[src/rtl/ps2_keycode_decoder_pkg.sv]
// Shared PS/2 receiver states, prefix bytes, game-key scancodes and
// the HID usage codes also consumed by the harry motion block.
package ps2_keycode_decoder_pkg;

    typedef enum logic [1:0] {
        ST_IDLE,
        ST_DATA,
        ST_PARITY,
        ST_STOP
    } rx_state_t;

    localparam logic [7:0] PS2_BREAK = 8'hF0;
    localparam logic [7:0] PS2_EXT   = 8'hE0;

    localparam logic [7:0] SC_A     = 8'h1C;
    localparam logic [7:0] SC_D     = 8'h23;
    localparam logic [7:0] SC_S     = 8'h1B;
    localparam logic [7:0] SC_W     = 8'h1D;
    localparam logic [7:0] SC_SPACE = 8'h29;

    localparam logic [7:0] HID_NONE  = 8'h00;
    localparam logic [7:0] HID_A     = 8'h04;
    localparam logic [7:0] HID_D     = 8'h07;
    localparam logic [7:0] HID_S     = 8'h16;
    localparam logic [7:0] HID_W     = 8'h1A;
    localparam logic [7:0] HID_SPACE = 8'h2C;

    function automatic logic [7:0] sc_to_hid(input logic [7:0] sc);
        case (sc)
            SC_A:     sc_to_hid = HID_A;
            SC_D:     sc_to_hid = HID_D;
            SC_S:     sc_to_hid = HID_S;
            SC_W:     sc_to_hid = HID_W;
            SC_SPACE: sc_to_hid = HID_SPACE;
            default:  sc_to_hid = HID_NONE;
        endcase
    endfunction

endpackage

[src/rtl/ps2_keycode_decoder_rx.sv]
// PS/2 serial framing: synchronizer, start/data/parity/stop FSM and
// a watchdog that abandons a stalled frame.
module ps2_rx
    import ps2_keycode_decoder_pkg::*;
#(
    parameter int TIMEOUT_CYCLES = 50000
) (
    input  logic       Clk,
    input  logic       Reset,
    input  logic       ps2_clk,
    input  logic       ps2_data,
    output logic [7:0] o_byte,
    output logic       o_byte_valid,
    output logic       o_err,
    output logic       o_timeout
);

    localparam int CW = $clog2(TIMEOUT_CYCLES + 1);

    logic          r_clk_s1, r_clk_s2, r_clk_prev;
    logic          r_dat_s1, r_dat_s2;
    rx_state_t     r_state, w_state_nxt;
    logic [2:0]    r_bit_cnt;
    logic [7:0]    r_shift;
    logic          r_par_err;
    logic [CW-1:0] r_idle_cnt;
    logic [7:0]    r_byte;
    logic          r_byte_valid, r_err, r_timeout;
    logic          w_fall, w_tmo;

    assign w_fall = r_clk_prev & ~r_clk_s2;
    assign w_tmo  = (r_state != ST_IDLE) &&
                    (r_idle_cnt == CW'(TIMEOUT_CYCLES));

    always_comb begin
        w_state_nxt = r_state;
        if (w_tmo) begin
            w_state_nxt = ST_IDLE;
        end else if (w_fall) begin
            case (r_state)
                ST_IDLE:   if (!r_dat_s2) w_state_nxt = ST_DATA;
                ST_DATA:   if (r_bit_cnt == 3'd7) w_state_nxt = ST_PARITY;
                ST_PARITY: w_state_nxt = ST_STOP;
                default:   w_state_nxt = ST_IDLE;
            endcase
        end
    end

    always_ff @(posedge Clk) begin
        if (Reset) begin
            r_clk_s1     <= 1'b1;
            r_clk_s2     <= 1'b1;
            r_clk_prev   <= 1'b1;
            r_dat_s1     <= 1'b1;
            r_dat_s2     <= 1'b1;
            r_state      <= ST_IDLE;
            r_bit_cnt    <= 3'd0;
            r_shift      <= 8'h00;
            r_par_err    <= 1'b0;
            r_idle_cnt   <= '0;
            r_byte       <= 8'h00;
            r_byte_valid <= 1'b0;
            r_err        <= 1'b0;
            r_timeout    <= 1'b0;
        end else begin
            r_clk_s1     <= ps2_clk;
            r_clk_s2     <= r_clk_s1;
            r_clk_prev   <= r_clk_s2;
            r_dat_s1     <= ps2_data;
            r_dat_s2     <= r_dat_s1;
            r_state      <= w_state_nxt;
            r_byte_valid <= 1'b0;
            r_err        <= 1'b0;
            r_timeout    <= 1'b0;

            if (r_state == ST_IDLE || w_fall || w_tmo)
                r_idle_cnt <= '0;
            else
                r_idle_cnt <= r_idle_cnt + 1'b1;

            if (w_tmo) begin
                r_err     <= 1'b1;
                r_timeout <= 1'b1;
                r_bit_cnt <= 3'd0;
            end else if (w_fall) begin
                case (r_state)
                    ST_IDLE: begin
                        r_bit_cnt <= 3'd0;
                        r_par_err <= 1'b0;
                    end
                    ST_DATA: begin
                        r_shift   <= {r_dat_s2, r_shift[7:1]};
                        r_bit_cnt <= r_bit_cnt + 3'd1;
                    end
                    // odd parity: data bits plus parity bit must XOR to 1
                    ST_PARITY: r_par_err <= ~(^r_shift ^ r_dat_s2);
                    default: begin
                        if (r_dat_s2 && !r_par_err) begin
                            r_byte       <= r_shift;
                            r_byte_valid <= 1'b1;
                        end else begin
                            r_err <= 1'b1;
                        end
                    end
                endcase
            end
        end
    end

    assign o_byte       = r_byte;
    assign o_byte_valid = r_byte_valid;
    assign o_err        = r_err;
    assign o_timeout    = r_timeout;

endmodule

[src/rtl/ps2_keycode_decoder.sv]
// PS/2 keyboard to game-key HID usage: prefix tracking (F0/E0) and
// a single held-key register with change pulse.
module ps2_keycode_decoder
    import ps2_keycode_decoder_pkg::*;
#(
    parameter int TIMEOUT_CYCLES = 50000
) (
    input  logic       Clk,
    input  logic       Reset,
    input  logic       ps2_clk,
    input  logic       ps2_data,
    output logic [7:0] keycode,
    output logic       key_valid,
    output logic       frame_err
);

    logic [7:0] w_rx_byte;
    logic       w_rx_valid, w_rx_err, w_rx_tmo;
    logic [7:0] w_usage, w_next_key;
    logic       w_is_prefix;
    logic [7:0] r_keycode;
    logic       r_key_valid, r_brk, r_ext;

    ps2_rx #(
        .TIMEOUT_CYCLES(TIMEOUT_CYCLES)
    ) u_rx (
        .Clk         (Clk),
        .Reset       (Reset),
        .ps2_clk     (ps2_clk),
        .ps2_data    (ps2_data),
        .o_byte      (w_rx_byte),
        .o_byte_valid(w_rx_valid),
        .o_err       (w_rx_err),
        .o_timeout   (w_rx_tmo)
    );

    assign w_usage     = sc_to_hid(w_rx_byte);
    assign w_is_prefix = (w_rx_byte == PS2_BREAK) || (w_rx_byte == PS2_EXT);

    always_comb begin
        w_next_key = r_keycode;
        if (w_rx_valid && !w_is_prefix && !r_ext && w_usage != HID_NONE) begin
            if (!r_brk)
                w_next_key = w_usage;
            else if (r_keycode == w_usage)
                w_next_key = HID_NONE;
        end
    end

    always_ff @(posedge Clk) begin
        if (Reset) begin
            r_keycode   <= HID_NONE;
            r_key_valid <= 1'b0;
            r_brk       <= 1'b0;
            r_ext       <= 1'b0;
        end else begin
            r_keycode   <= w_next_key;
            r_key_valid <= (w_next_key != r_keycode);
            if (w_rx_tmo) begin
                r_brk <= 1'b0;
                r_ext <= 1'b0;
            end else if (w_rx_valid) begin
                if (w_rx_byte == PS2_BREAK) begin
                    r_brk <= 1'b1;
                end else if (w_rx_byte == PS2_EXT) begin
                    r_ext <= 1'b1;
                end else begin
                    r_brk <= 1'b0;
                    r_ext <= 1'b0;
                end
            end
        end
    end

    assign keycode   = r_keycode;
    assign key_valid = r_key_valid;
    assign frame_err = w_rx_err;

endmodule

[config.mk]
export PLATFORM = sky130hd
export DESIGN_NAME = ps2_keycode_decoder
export DESIGN_NICKNAME = d
export VERILOG_FILES = /design/src/rtl/ps2_keycode_decoder_pkg.sv /design/src/rtl/ps2_keycode_decoder_rx.sv /design/src/rtl/ps2_keycode_decoder.sv
export SDC_FILE = /design/constraint.sdc
export NUM_CORES = 1
export LEC_CHECK = 0
export BUFFER_PORTS_ARGS = -buffer_cell sky130_fd_sc_hd__buf_4
export CORE_MARGIN = 5
export CORE_UTILIZATION = 40
export DETAILED_ROUTE_END_ITERATION = 8
export GPL_TIMING_DRIVEN = 1
export PLACE_DENSITY = 0.68
export SETUP_SLACK_MARGIN = 0.1
export SLEW_MARGIN = 15
export SYNTH_ARGS = -nofsm -noshare
export SYNTH_HDL_FRONTEND = slang
export SYNTH_HIERARCHICAL = 1
export SYNTH_SLANG_ARGS = --single-unit
[constraint.sdc]
create_clock -name Clk -period 2.2 [get_ports Clk]
set_clock_uncertainty 0.1 [all_clocks]
set_input_delay 0.22 -clock Clk [delete_from_list [all_inputs] [get_ports Clk]]
set_output_delay 0.22 -clock Clk [all_outputs]
set_load 0.005 [all_outputs]
==> PnR_summary.wiki, run 1 <==
{| class="wikitable"
! Metric !! Value
|-
| Max Clock Freq || 0.489 GHz
|-
| Synth Area in Adders || 3.39%
|-
| Data arrival, critical path || 2.23 ns
|-
| H-tree depth || 3
|-
| Total of endpoints with negative setup slack in the final report || 0
|-
| Overflow after GRT || 0
|-
| Final design utilization || 48.3%
|-
| Sequential share of the synthesized area || 38.6%
|-
| Start point of the worst min-delay path || Reset
|-
| Count of different cell masters after synthesis || 62
|-
| Number of warnings printed during yosys synthesis || 6
|-
| Leading cell types by count after synthesis || dfxtp_1, a21oi_1, nor2_1, nand3_1, nand4_1
|-
| Period utilization || 93.0%
|-
| Portion of synthesized cell area occupied by the leading cell type || 38.6%
|-
| Measured slew at the worst slew-check pin || 0.471 ns
|-
| Gp weighted congestion || 0.832
|-
| Overall global routing resource usage || 14.4%
|-
| Highest ir drop seen on vdd || 0.346 mV
|-
| Clock buffers created by TritonCTS || 9
|-
| Clock transition at path regs || 0.07 ns
|-
| Worst-case clock buffer depth || 2
|-
| Hold slack final || 0.250 ns
|-
| Logic depth of the worst register-to-register path || 7
|-
| Net count after synthesis || 340
|-
| DRC violations left || 0
|-
| Gate count of the mapped netlist || 328
|-
| Synthesized cell area || 2950 um2
|-
| Most used standard cell by instance count after synthesis || dfxtp_1
|-
| Worst Hold Depth || 4
|-
| Vertical extent of the die || 95.9 um
|-
| Via density per instance || 5.51
|-
| Worst slew margin relative to its limit || 68.5%
|-
| Mux contribution to synthesized area || 0.678%
|-
| Leakage power figure || 1.14 nW
|-
| Run status || completed
|-
| Number of pins exceeding their max-slew limit in the final report || 0
|-
| Number of enable-type register cells in the synthesized netlist || 0
|-
| Worst Setup Path Type || flop to flop
|-
| Number of iterations in the first detailed-routing pass || 5
|-
| Critical path capture point type || flop
|-
| Number of buffer cells added on primary ports || 13
|-
| Final-stage net count || 359
|-
| Startpoint type of the worst setup path || flop
|-
| Beginning of the critical path || u_rx/o_byte[4]
|-
| Top_reg_cell synth || dfxtp_1
|-
| Synthesized-area fraction occupied by ao, oa, aoi and oai cells || 18.1%
|-
| Clock Sinks || 57
|-
| Number of global-route vias before repair || 2,197
|-
| Initial standard-cell utilization of the core || 40.9%
|-
| Total power after layout || 2.12 mW
|-
| Clock tree from TritonCTS || yes
|-
| Asr flop ratio synth || 0%
|-
| Vias after detailed routing || 2,478
|-
| Area growth from synthesis to layout || 18.0%
|-
| Detailed router's first-iteration violation count || 101
|-
| Mapped Avg Cell Area || 9.00 um2
|-
| Cell at the root of the clock tree || clkbuf_8
|-
| Ratio of total power to cell area || 610 nW/um2
|-
| Sink of the worst hold path || u_rx/r_idle_cnt[1]
|-
| Max-cap viol count || 0
|-
| Dominant combinational cell family by area after synthesis || simple AND/OR/NAND/NOR gates
|-
| FF-to-FF End || key_valid
|-
| Hold Vio Cnt, Final || 0
|-
| Class of the most critical hold timing path || input pin to flop
|-
| Number of ports placed on the die boundary || 14
|-
| Final min period || 2.05 ns
|-
| Basic-gate share of the synthesized area counting and, or, nand and nor cells || 27.7%
|-
| Reg2Reg Setup Slack || 0.15 ns
|-
| Post-DR wirelength/cell || 14.0 um
|-
| Top cell type by total area after synthesis || dfxtp_1
|-
| Ranking of synthesized cells by area || dfxtp_1, a21oi_1, ha_1
|-
| Post-synthesis register bit count || 57
|-
| Clock latency reported for the late side of the worst-skew pair || 0.34 ns
|-
| Maximum number of pins on one net before global-route repair || 38
|-
| Antenna violation net count after detailed routing || 0
|-
| Critical path data required time || 2.38 ns
|-
| Largest driver fanout on the critical path || 7
|-
| Post-synthesis share of cell area spent on xor and xnor gates || 6.10%
|-
| Unrepaired setup endpoints after global routing || yes
|-
| Post-detailed-placement half-perimeter wirelength || 4.11 mm
|-
| Die extent in x || 95.9 um
|-
| Std-Cell Rows || 31
|-
| Total length of routed wires || 6.28 mm
|-
| Diodes inserted || 0
|-
| Share of layout cells above drive strength 1 || 22.2%
|-
| First-pass GRT wire length || 10.3 mm
|-
| Number of antenna violations at the first check in global routing || 0
|-
| FF-to-FF Start || u_rx/o_byte[4]
|-
| Core area || 7210 um2
|-
| Floorplan die area || 9200 um2
|}
-- state kept, by name, summed over array words and instances (netlist names) --
| signal | cells |
|---|---|
| u_rx/r_idle_cnt | 16 |
| keycode | 8 |
| u_rx/o_byte | 8 |
| u_rx/r_shift | 8 |
| u_rx/r_bit_cnt | 3 |
| u_rx/r_state | 2 |
| key_valid | 1 |
| r_brk | 1 |
| r_ext | 1 |
| u_rx/o_byte_valid | 1 |
| u_rx/o_err | 1 |
| u_rx/o_timeout | 1 |
| u_rx/r_clk_prev | 1 |
| u_rx/r_clk_s1 | 1 |
| u_rx/r_clk_s2 | 1 |
| u_rx/r_dat_s1 | 1 |
| u_rx/r_dat_s2 | 1 |
| u_rx/r_par_err | 1 |
-- cells by family (layout without fill, tap and decap cells) --
| logic type | count (synthesis) | after routing |
|---|---|---|
| xor gates and xnor gates | 19 | 19 |
| adders and majority gates | 8 | 8 |
| AOI/OAI and AO/OA | 79 | 79 |
| buffers and inverters | 28 | 51 |
| muxes | 2 | 2 |
| and+or+nand+nor | 135 | 135 |
| DFF | 57 | 57 |
-- critical path, cell delays in order, from the launching register on --
cell and delay (ns):
dfxtp_2 0.40, and4bb_4 0.27, and2_4 0.16, o21ai_4 0.26, a21o_1 0.23, a41oi_4 0.19, a31o_1 0.24, a21oi_2 0.12
-- worst max-delay path by stage --
stage,endpoint,slack (ns),cells after the start
detailed placement,key_valid,-0.02,7
CTS,key_valid,0.11,6
floorplan,key_valid,0.25,8
finish,key_valid,0.15,7
global placement,key_valid,0.06,7
global route,keycode[1],0.05,7
-- per-stage QoR --
step	worst slack [ns]	instance area, um2	setup TNS [ns]	cells
floorplan	0.247	2950	0	328
global placement	0.0607	3140	0	430
detailed placement	-0.0181	3140	-0.0181	430
CTS	0.107	3420	0	447
global route	0.0486	3480	0	450
finish	0.153	3480	0	450
-- placed cells by master (no fill, tap or decap), types with 4 or more instances in the layout --
master	count
or3_1	4
xor2_1	10
o21ai_0	12
nor2_1	26
or2_2	6
a22oi_1	6
a21oi_1	29
ha_1	8
nand2_1	14
clkbuf_8	13
buf_4	22
nand3_1	15
dfxtp_1	49
nor4_1	5
nand2b_1	5
dfxtp_2	6
o31ai_1	11
nand4b_1	4
nand4_1	15
and2_1	4
inv_1	10
xnor2_1	8
-- where the power goes --
| group | internal, mW | switching (mW) |
|---|---|---|
| registers | 1.03 | 0.00255 |
| logic | 0.0175 | 0.0244 |
| clock network | 0.638 | 0.407 |
| total | 1.69 | 0.434 |
-- area by class of cell --
class | instances | area [um2]
inverters | 10 | 37.5
repair buffers | 26 | 225
multi-input cells | 243 | 1730
fillers | 713 | 3730
clock inverters | 2 | 35.0
clock buffers | 13 | 179
well taps | 99 | 124
flip-flops and latches | 57 | 1160
-- metal layers --
metal / GRT usage (%) / routed length (um)
met5: 0 / 0
met3: 5.16 / 267
met1: 18.7 / 2950
met4: 4.62 / 106
met2: 22.2 / 2950
-- repair_timing --
| item | in CTS | in global routing |
|---|---|---|
| setup buffers | 0 | 3 |
| resized for setup | 8 | 14 |
| pin swaps | 1 | 7 |
| endpoints found under the setup margin | 7 | 7 |
| endpoints found under the hold margin | 2 | 0 |
| hold buffers | 2 | 0 |
(Power assumes the default switching activity.)
==> run 2, diff against run 1 <==
--- a/config.mk
+++ b/config.mk
@@ -6,11 +6,13 @@
 export NUM_CORES = 1
 export LEC_CHECK = 0
 export BUFFER_PORTS_ARGS = -buffer_cell sky130_fd_sc_hd__buf_4
+export CELL_PAD_IN_SITES_DETAIL_PLACEMENT = 0
+export CELL_PAD_IN_SITES_GLOBAL_PLACEMENT = 1
 export CORE_MARGIN = 5
-export CORE_UTILIZATION = 40
+export CORE_UTILIZATION = 45
 export DETAILED_ROUTE_END_ITERATION = 8
 export GPL_TIMING_DRIVEN = 1
-export PLACE_DENSITY = 0.68
+export PLACE_DENSITY = 0.88
 export SETUP_SLACK_MARGIN = 0.1
 export SLEW_MARGIN = 15
 export SYNTH_ARGS = -nofsm -noshare
==> PnR_summary.wiki, run 2 (same netlist as run 1, synthesis figures left out) <==
{| class="wikitable"
! Metric !! Value
|-
| Leakage power figure || 1.15 nW (+0.57%)
|-
| Ratio of total power to cell area || 619 nW/um2 (+1.6%)
|-
| Data arrival, critical path || 2.16 ns (-0.07 ns)
|-
| First-pass GRT wire length || 10.8 mm (+4.8%)
|-
| Crit path max-delay cell type || or3b_1
|-
| Largest register FFs || 16 (unchanged)
|-
| Maximum number of pins on one net before global-route repair || 38 (unchanged)
|-
| Worst-case clock buffer depth || 2 (unchanged)
|-
| Crit-path cells || or3b_1, o221ai_1, a21oi_2, and3b_2, a41oi_4, a31o_1, a21oi_2
|-
| Total of endpoints with negative setup slack in the final report || 0 (unchanged)
|-
| Number of iterations in the first detailed-routing pass || 4 (-1)
|-
| Via density per instance || 5.80 (+5.4%)
|-
| Vertical extent of the die || 91.0 um (-5.1%)
|-
| Share of layout cells above drive strength 1 || 23.2% (+1.0 points)
|-
| Beginning of the critical path || u_rx/o_byte[4]
|-
| DRC violations left || 0 (unchanged)
|-
| Net switching fraction of the power || 20.2% (-0.26 points)
|-
| Busiest layer in global routing || met2
|-
| Kind of cell adding the most delay to the critical path || compound AO/OA/AOI/OAI gates
|-
| Antenna violation net count after detailed routing || 0 (unchanged)
|-
| Post-Route Setup TNS || 0 ns (unchanged)
|-
| Unrepaired setup endpoints after global routing || yes
|-
| Post-detailed-placement half-perimeter wirelength || 4.20 mm (+2.2%)
|-
| Class of the most critical hold timing path || input pin to flop
|-
| Total length of routed wires || 6.37 mm (+1.5%)
|-
| Clock buffers created by TritonCTS || 9 (unchanged)
|-
| Most frequent standard cell in the layout excluding fill and tap cells || dfxtp_1
|-
| Number of ports placed on the die boundary || 14 (unchanged)
|-
| Highest ir drop seen on vdd || 0.409 mV (+18%)
|-
| Final-stage net count || 360 (+0.28%)
|-
| Number of buffer cells added on primary ports || 13 (unchanged)
|-
| Global routing usage on met1 || 19.1% (+0.40 points)
|-
| Measured slew at the worst slew-check pin || 0.485 ns (+0.0142 ns)
|-
| Logic depth of the worst register-to-register path || 7 (unchanged)
|-
| Max-cap viol count || 0 (unchanged)
|-
| Clock tree from TritonCTS || yes
|-
| Critical path capture point type || flop
|-
| Initial standard-cell utilization of the core || 46.5% (+5.6 points)
|-
| Cell depth of the worst setup path || 7 (unchanged)
|-
| Overflow after GRT || 0 (unchanged)
|-
| H-tree depth || 3 (unchanged)
|-
| Std-Cell Rows || 29 (-6.5%)
|-
| Hold Vio Cnt, Final || 0 (unchanged)
|-
| Clock latency reported for the late side of the worst-skew pair || 0.34 ns (about the same)
|-
| Worst Setup Path Type || flop to flop
|-
| Run status || completed
|-
| Final min period || 2.04 ns (-0.00573 ns)
|-
| Startpoint type of the worst setup path || flop
|-
| Internal Dissipation || 1.73 mW (+2.4%)
|-
| Number of antenna violations at the first check in global routing || 0 (unchanged)
|-
| Cell at the root of the clock tree || clkbuf_8
|-
| Largest driver fanout on the critical path || 7 (unchanged)
|-
| Detailed router's first-iteration violation count || 206 (+100%)
|-
| Worst Hold Depth || 4 (unchanged)
|-
| Total net switching power || 0.437 mW (+0.73%)
|-
| CP bufs+invs || 0 (unchanged)
|-
| Floorplan die area || 8280 um2 (-10%)
|-
| Period utilization || 92.8% (-0.26 points)
|-
| Die extent in x || 91.0 um (-5.1%)
|-
| Post-DR wirelength/cell || 14.8 um (+6.2%)
|-
| Worst slew margin relative to its limit || 67.5% (-0.95 points)
|-
| Crit path top cell by count || a21oi_2
|-
| Largest incremental delay on the critical path || 0.39 ns (about the same)
|-
| Total power after layout || 2.17 mW (+2.0%)
|-
| Max Clock Freq || 0.490 GHz (+0.28%)
|-
| Register ranked first by flip-flop count || u_rx/r_idle_cnt
|-
| Global-route track usage on met2 || 26.0% (+3.8 points)
|-
| Proportion of power drawn by combinational gates || 2.0% (about the same)
|-
| Overall global routing resource usage || 15.7% (+1.3 points)
|-
| Number of filler instances in the final layout || 561 (-21%)
|-
| Number of pins exceeding their max-slew limit in the final report || 0 (unchanged)
|-
| Clock group share of total power || 50.2% (+1.0 points)
|-
| FF-to-FF Start || u_rx/o_byte[4]
|-
| Met3 Resource Use GR || 3.06% (-2.1 points)
|-
| Diodes inserted || 0 (unchanged)
|-
| Gp weighted congestion || 0.812 (-2.4%)
|-
| Critical path data required time || 2.32 ns (-0.06 ns)
|-
| Area growth from synthesis to layout || 18.5%
|-
| Start point of the worst min-delay path || Reset
|-
| Sequential share of power || 47.8% (-1.0 points)
|-
| Clock Sinks || 57 (unchanged)
|-
| Core area || 6350 um2 (-12%)
|-
| Vias after detailed routing || 2,496 (+0.73%)
|-
| Commonest non-fill, non-tap cells in the layout || dfxtp_1, a21oi_1, nor2_1
|-
| Clock transition at path regs || 0.07 ns (about the same)
|-
| Number of global-route vias before repair || 2,369 (+7.8%)
|}
-- run 2: repair_timing --
item | CTS | global route
hold buffers | 2 | 0
endpoints found under the setup margin | 7 | 7
resized for setup | 8 | 19
endpoints found under the hold margin | 2 | 0
setup buffers | 1 | 2
pin swaps | 1 | 9
-- run 2: path summary, 6_finish.rpt --
check / slack (ns) / to
worst max-delay path: 0.16 / key_valid
worst max register to register: 0.16 / key_valid
worst min-delay path: 0.26 / u_rx/r_idle_cnt[1]
worst min register to register: 0.31 / u_rx/r_clk_s2
-- run 2: per-stage QoR --
stage / hold WS [ns] / area, um2 / util [%] / setup WS, ns / instances
after floorplan: 0.224 / 2950 / - / 0.247 / 328
after global placement: 0.291 / 3110 / 48.9 / 0.0735 / 409
after detailed placement: 0.299 / 3110 / 48.9 / 0.0461 / 409
after CTS: 0.240 / 3390 / 53.4 / 0.110 / 428
after global routing: 0.284 / 3500 / 55.1 / -0.0200 / 430
final: 0.256 / 3500 / 55.1 / 0.159 / 430
-- run 2: per-layer routing --
layer	part of all wire (%)	wire length (um)
met3	4.0	258
met5	0	0
met2	48	3080
met4	2.8	180
met1	45	2850
-- run 2: area by class of cell --
type | count | area [um2] | area share [%]
Timing Repair Buffer | 27 | 220 | 6.29
Sequential cell | 57 | 1160 | 33.0
Clock buffer | 15 | 196 | 5.62
Inverter | 10 | 37.5 | 1.07
Multi-Input combinational cell | 243 | 1760 | 50.4
Tap cell | 77 | 96.3 | 2.75
Clock inverter | 1 | 30.0 | 0.858
-- run 2: power by group through the flow --
| stage | registers, mW | clock network (mW) | logic [mW] |
|---|---|---|---|
| floorplan | 1.06 | 0 | 0.0298 |
| global placement | 1.06 | 0 | 0.0391 |
| detailed placement | 1.06 | 0 | 0.0398 |
| CTS | 1.04 | 1.11 | 0.0428 |
| global route | 1.04 | 1.16 | 0.0468 |
| finish | 1.04 | 1.09 | 0.0427 |
-- run 2: worst min-delay path, stage by stage --
cell,delay [ns]
buf_4,0.09
or4_1,0.14
buf_12,0.15
nor2_2,0.03
==> run 3, diff against run 2 <==
--- a/config.mk
+++ b/config.mk
@@ -5,6 +5,7 @@
 export SDC_FILE = /design/constraint.sdc
 export NUM_CORES = 1
 export LEC_CHECK = 0
+export ABC_AREA = 1
 export BUFFER_PORTS_ARGS = -buffer_cell sky130_fd_sc_hd__buf_4
 export CELL_PAD_IN_SITES_DETAIL_PLACEMENT = 0
 export CELL_PAD_IN_SITES_GLOBAL_PLACEMENT = 1
@@ -12,7 +13,7 @@
 export CORE_UTILIZATION = 45
 export DETAILED_ROUTE_END_ITERATION = 8
 export GPL_TIMING_DRIVEN = 1
-export PLACE_DENSITY = 0.88
+export PLACE_DENSITY = 0.91
 export SETUP_SLACK_MARGIN = 0.1
 export SLEW_MARGIN = 15
 export SYNTH_ARGS = -nofsm -noshare
==> PnR_summary.wiki, run 3 <==
{| class="wikitable"
! Metric !! Value
|-
| Run status || completed
|-
| Clock tree from TritonCTS || yes
|-
| Largest driver fanout on the critical path || 10 (+3)
|-
| Portion of synthesized cell area occupied by the leading cell type || 36.8% (-1.9 points)
|-
| Number of iterations in the first detailed-routing pass || 4 (unchanged)
|-
| Mux contribution to synthesized area || 0% (-0.68 points)
|-
| Cell depth of the worst setup path || 15 (+8)
|-
| Ratio of total power to cell area || 630 nW/um2 (+1.7%)
|-
| Core area || 6760 um2 (+6.4%)
|-
| Routed met3 length || 208 um (-19%)
|-
| DP Area || 3290 um2 (+5.9%)
|-
| Number of pins exceeding their max-slew limit in the final report || 0 (unchanged)
|-
| Largest register FFs || 16 (unchanged)
|-
| Overflow after GRT || 0 (unchanged)
|-
| Max-cap viol count || 0 (unchanged)
|-
| Worst-case clock buffer depth || 2 (unchanged)
|-
| Clock Sinks || 57 (unchanged)
|-
| Number of ports placed on the die boundary || 14 (unchanged)
|-
| Count of placed standard cells in the final layout, fillers left out || 544 (+27%)
|-
| Total length of routed wires || 5.92 mm (-7.1%)
|-
| Synthesized cell area || 3100 um2 (+5.0%)
|-
| Period utilization || 87.9% (-4.8 points)
|-
| Overall global routing resource usage || 14.8% (-0.95 points)
|-
| Routed length on met2 || 2.82 mm (-8.4%)
|-
| Measured slew at the worst slew-check pin || 0.345 ns (-0.140 ns)
|-
| Dominant combinational cell family by area after synthesis || simple AND/OR/NAND/NOR gates
|-
| Synthesized-area fraction occupied by ao, oa, aoi and oai cells || 9.04% (-9.1 points)
|-
| Final-stage net count || 471 (+31%)
|-
| Largest incremental delay on the critical path || 0.37 ns (-0.02 ns)
|-
| Basic-gate share of the synthesized area counting and, or, nand and nor cells || 41.1% (+13 points)
|-
| Post-synthesis register bit count || 57 (unchanged)
|-
| Antenna violation net count after detailed routing || 0 (unchanged)
|-
| Startpoint type of the worst setup path || flop
|-
| Total power after layout || 2.26 mW (+4.3%)
|-
| Crit-path cells || inv_2, nor2_2, nand2_1, nor2_4, nor2_2, nand2_2, nor2_4, nor2_8, nand2_8, clkinv_4, nand2_1, nand3_1, nand2_1, nor2_2, a21oi_2
|-
| Total non-filler cell area in the finished layout || 3590 um2 (+2.5%)
|-
| CP bufs+invs || 2 (+2)
|-
| Metal1 wirelength || 2.81 mm (-1.6%)
|-
| Class of the most critical hold timing path || input pin to flop
|-
| Worst slew margin relative to its limit || 77.0% (+9.5 points)
|-
| Sequential share of the synthesized area || 36.8% (-1.9 points)
|-
| Top Metal Used || met4
|-
| Number of buffer cells added on primary ports || 13 (unchanged)
|-
| H-tree depth || 3 (unchanged)
|-
| Cell at the root of the clock tree || clkbuf_8
|-
| Beginning of the critical path || u_rx/o_byte[3]
|-
| Post-synthesis share of cell area spent on xor and xnor gates || 1.13% (-5.0 points)
|-
| Count of different cell masters after synthesis || 43 (-31%)
|-
| Leading cell types by count after synthesis || nand2_1, dfxtp_1, nand3_1, inv_1, a21oi_1
|-
| Initial standard-cell utilization of the core || 45.9% (-0.60 points)
|-
| Highest ir drop seen on vdd || 0.528 mV (+29%)
|-
| Unrepaired setup endpoints after global routing || no
|-
| DRC violations left || 0 (unchanged)
|-
| Die extent in x || 93.0 um (+2.2%)
|-
| Reg2Reg Setup Slack || 0.27 ns (+0.11 ns)
|-
| Logic depth of the worst register-to-register path || 15 (+8)
|-
| Top cell type by total area after synthesis || dfxtp_1
|-
| Number of antenna violations at the first check in global routing || 0 (unchanged)
|-
| Top_reg_cell synth || dfxtp_1
|-
| Total of endpoints with negative setup slack in the final report || 0 (unchanged)
|-
| Number of enable-type register cells in the synthesized netlist || 0 (unchanged)
|-
| Hold Vio Cnt, Final || 0 (unchanged)
|-
| Post-detailed-placement half-perimeter wirelength || 4.38 mm (+4.4%)
|-
| Synth Area in Adders || 3.23% (-0.16 points)
|-
| Asr flop ratio synth || 0% (unchanged)
|-
| Floorplan die area || 8650 um2 (+4.5%)
|-
| Gate count of the mapped netlist || 435 (+33%)
|-
| Max Clock Freq || 0.517 GHz (+5.5%)
|-
| Post-Route Setup TNS || 0 ns (unchanged)
|-
| Diodes inserted || 0 (unchanged)
|-
| Clock buffers created by TritonCTS || 9 (unchanged)
|-
| Std-Cell Rows || 30 (+3.4%)
|-
| Commonest non-fill, non-tap cells in the layout || nand2_1, nand3_1, inv_1, dfxtp_1, a21oi_1
|-
| Net count after synthesis || 447 (+31%)
|-
| Crit path max-delay cell type || dfxtp_4
|-
| Worst Setup Path Type || flop to flop
|-
| Share of layout cells above drive strength 1 || 22.0% (-1.2 points)
|-
| Critical path capture point type || flop
|-
| Number of warnings printed during yosys synthesis || 6 (unchanged)
|-
| Data arrival, critical path || 2.04 ns (-0.12 ns)
|-
| Number of placed cells counting well taps || 525 (+28%)
|-
| Number of global-route vias before repair || 2,465 (+4.1%)
|-
| FF-to-FF Start || u_rx/o_byte[3]
|-
| FF-to-FF End || key_valid
|-
| Detailed router's first-iteration violation count || 103 (-50%)
|-
| Kind of cell adding the most delay to the critical path || simple AND/OR/NAND/NOR gates
|-
| Area growth from synthesis to layout || 15.6%
|-
| Clock transition at path regs || 0.06 ns (about the same)
|-
| Via density per instance || 4.93 (-15%)
|-
| Setup crit end || key_valid
|-
| Mapped Avg Cell Area || 7.13 um2 (-21%)
|-
| Vias after detailed routing || 2,683 (+7.5%)
|-
| Most used standard cell by instance count after synthesis || nand2_1
|-
| Leakage power figure || 1.49 nW (+29%)
|-
| Gp weighted congestion || 0.899 (+11%)
|-
| Critical path data required time || 2.31 ns (about the same)
|-
| Register ranked first by flip-flop count || u_rx/r_idle_cnt
|-
| Final min period || 1.93 ns (-0.106 ns)
|-
| Clock latency reported for the late side of the worst-skew pair || 0.33 ns (about the same)
|-
| First-pass GRT wire length || 10.4 mm (-4.3%)
|-
| Ranking of synthesized cells by area || dfxtp_1, nand2_1, nand3_1
|-
| Most frequent standard cell in the layout excluding fill and tap cells || nand2_1
|-
| Maximum number of pins on one net before global-route repair || 33 (-13%)
|-
| Vertical extent of the die || 93.0 um (+2.2%)
|-
| Post-DR wirelength/cell || 10.9 um (-27%)
|}
[run 3: area by class of cell]
type                       count  area, um2
sequential                    57       1160
fill                         643       3170
timing repair buffer          19        148
multi-input combinational    311       1700
tap                           80        100
inverter                      61        238
clock inverter                 5        103
clock buffer                  11        141
[run 3: where the power goes]
part / leakage (nW) / internal (mW) / total (mW) / switching [mW]
combinational: 0.904 / 0.0142 / 0.0434 / 0.0292
clock: 0.120 / 0.781 / 1.18 / 0.400
sequential: 0.465 / 1.03 / 1.04 / 0.00173
total: 1.49 / 1.83 / 2.26 / 0.430
[run 3: worst min-delay path by stage]
stage	to	from	cells after the start	slack, ns
2_1_floorplan	u_rx/o_timeout	Reset	1	0.20
3_3_place_gp	u_rx/r_dat_s2	u_rx/r_dat_s1	1	0.29
3_5_place_dp	u_rx/r_clk_s2	u_rx/r_clk_s1	1	0.30
4_1_cts	key_valid	Reset	2	0.19
5_1_grt	key_valid	Reset	2	0.19
6_report	key_valid	Reset	2	0.19
[run 3: logic make-up after synthesis]
group	Yosys count
AO/OA/AOI/OAI	51
AND/OR/NAND/NOR	248
XOR/XNOR	4
flip-flops	57
buffers and inverters	67
adder cells (fa/ha/maj)	8
[run 3: timing repair]
action,in CTS,in global routing
endpoints found under the setup margin,0,1
hold buffers,2,0
setup buffers,0,1
resized for setup,0,12
hold endpoints to repair,2,0
[run 3: stage by stage]
step / utilization [%] / setup WS, ns / hold slack [ns]
after detailed placement: 48.7 / 0.157 / 0.297
final: 53.1 / 0.266 / 0.187
after CTS: 52.6 / 0.130 / 0.186
after floorplan: - / 0.402 / 0.204
after global placement: 48.7 / 0.171 / 0.295
after global routing: 53.1 / 0.0980 / 0.194
[run 3: routing by layer]
metal	up-vias	track usage [%]
met3	7	4.34
met2	34	25.4
met4	0	5.49
met1	1204	17.3
met5	-	0
li1	1438	-
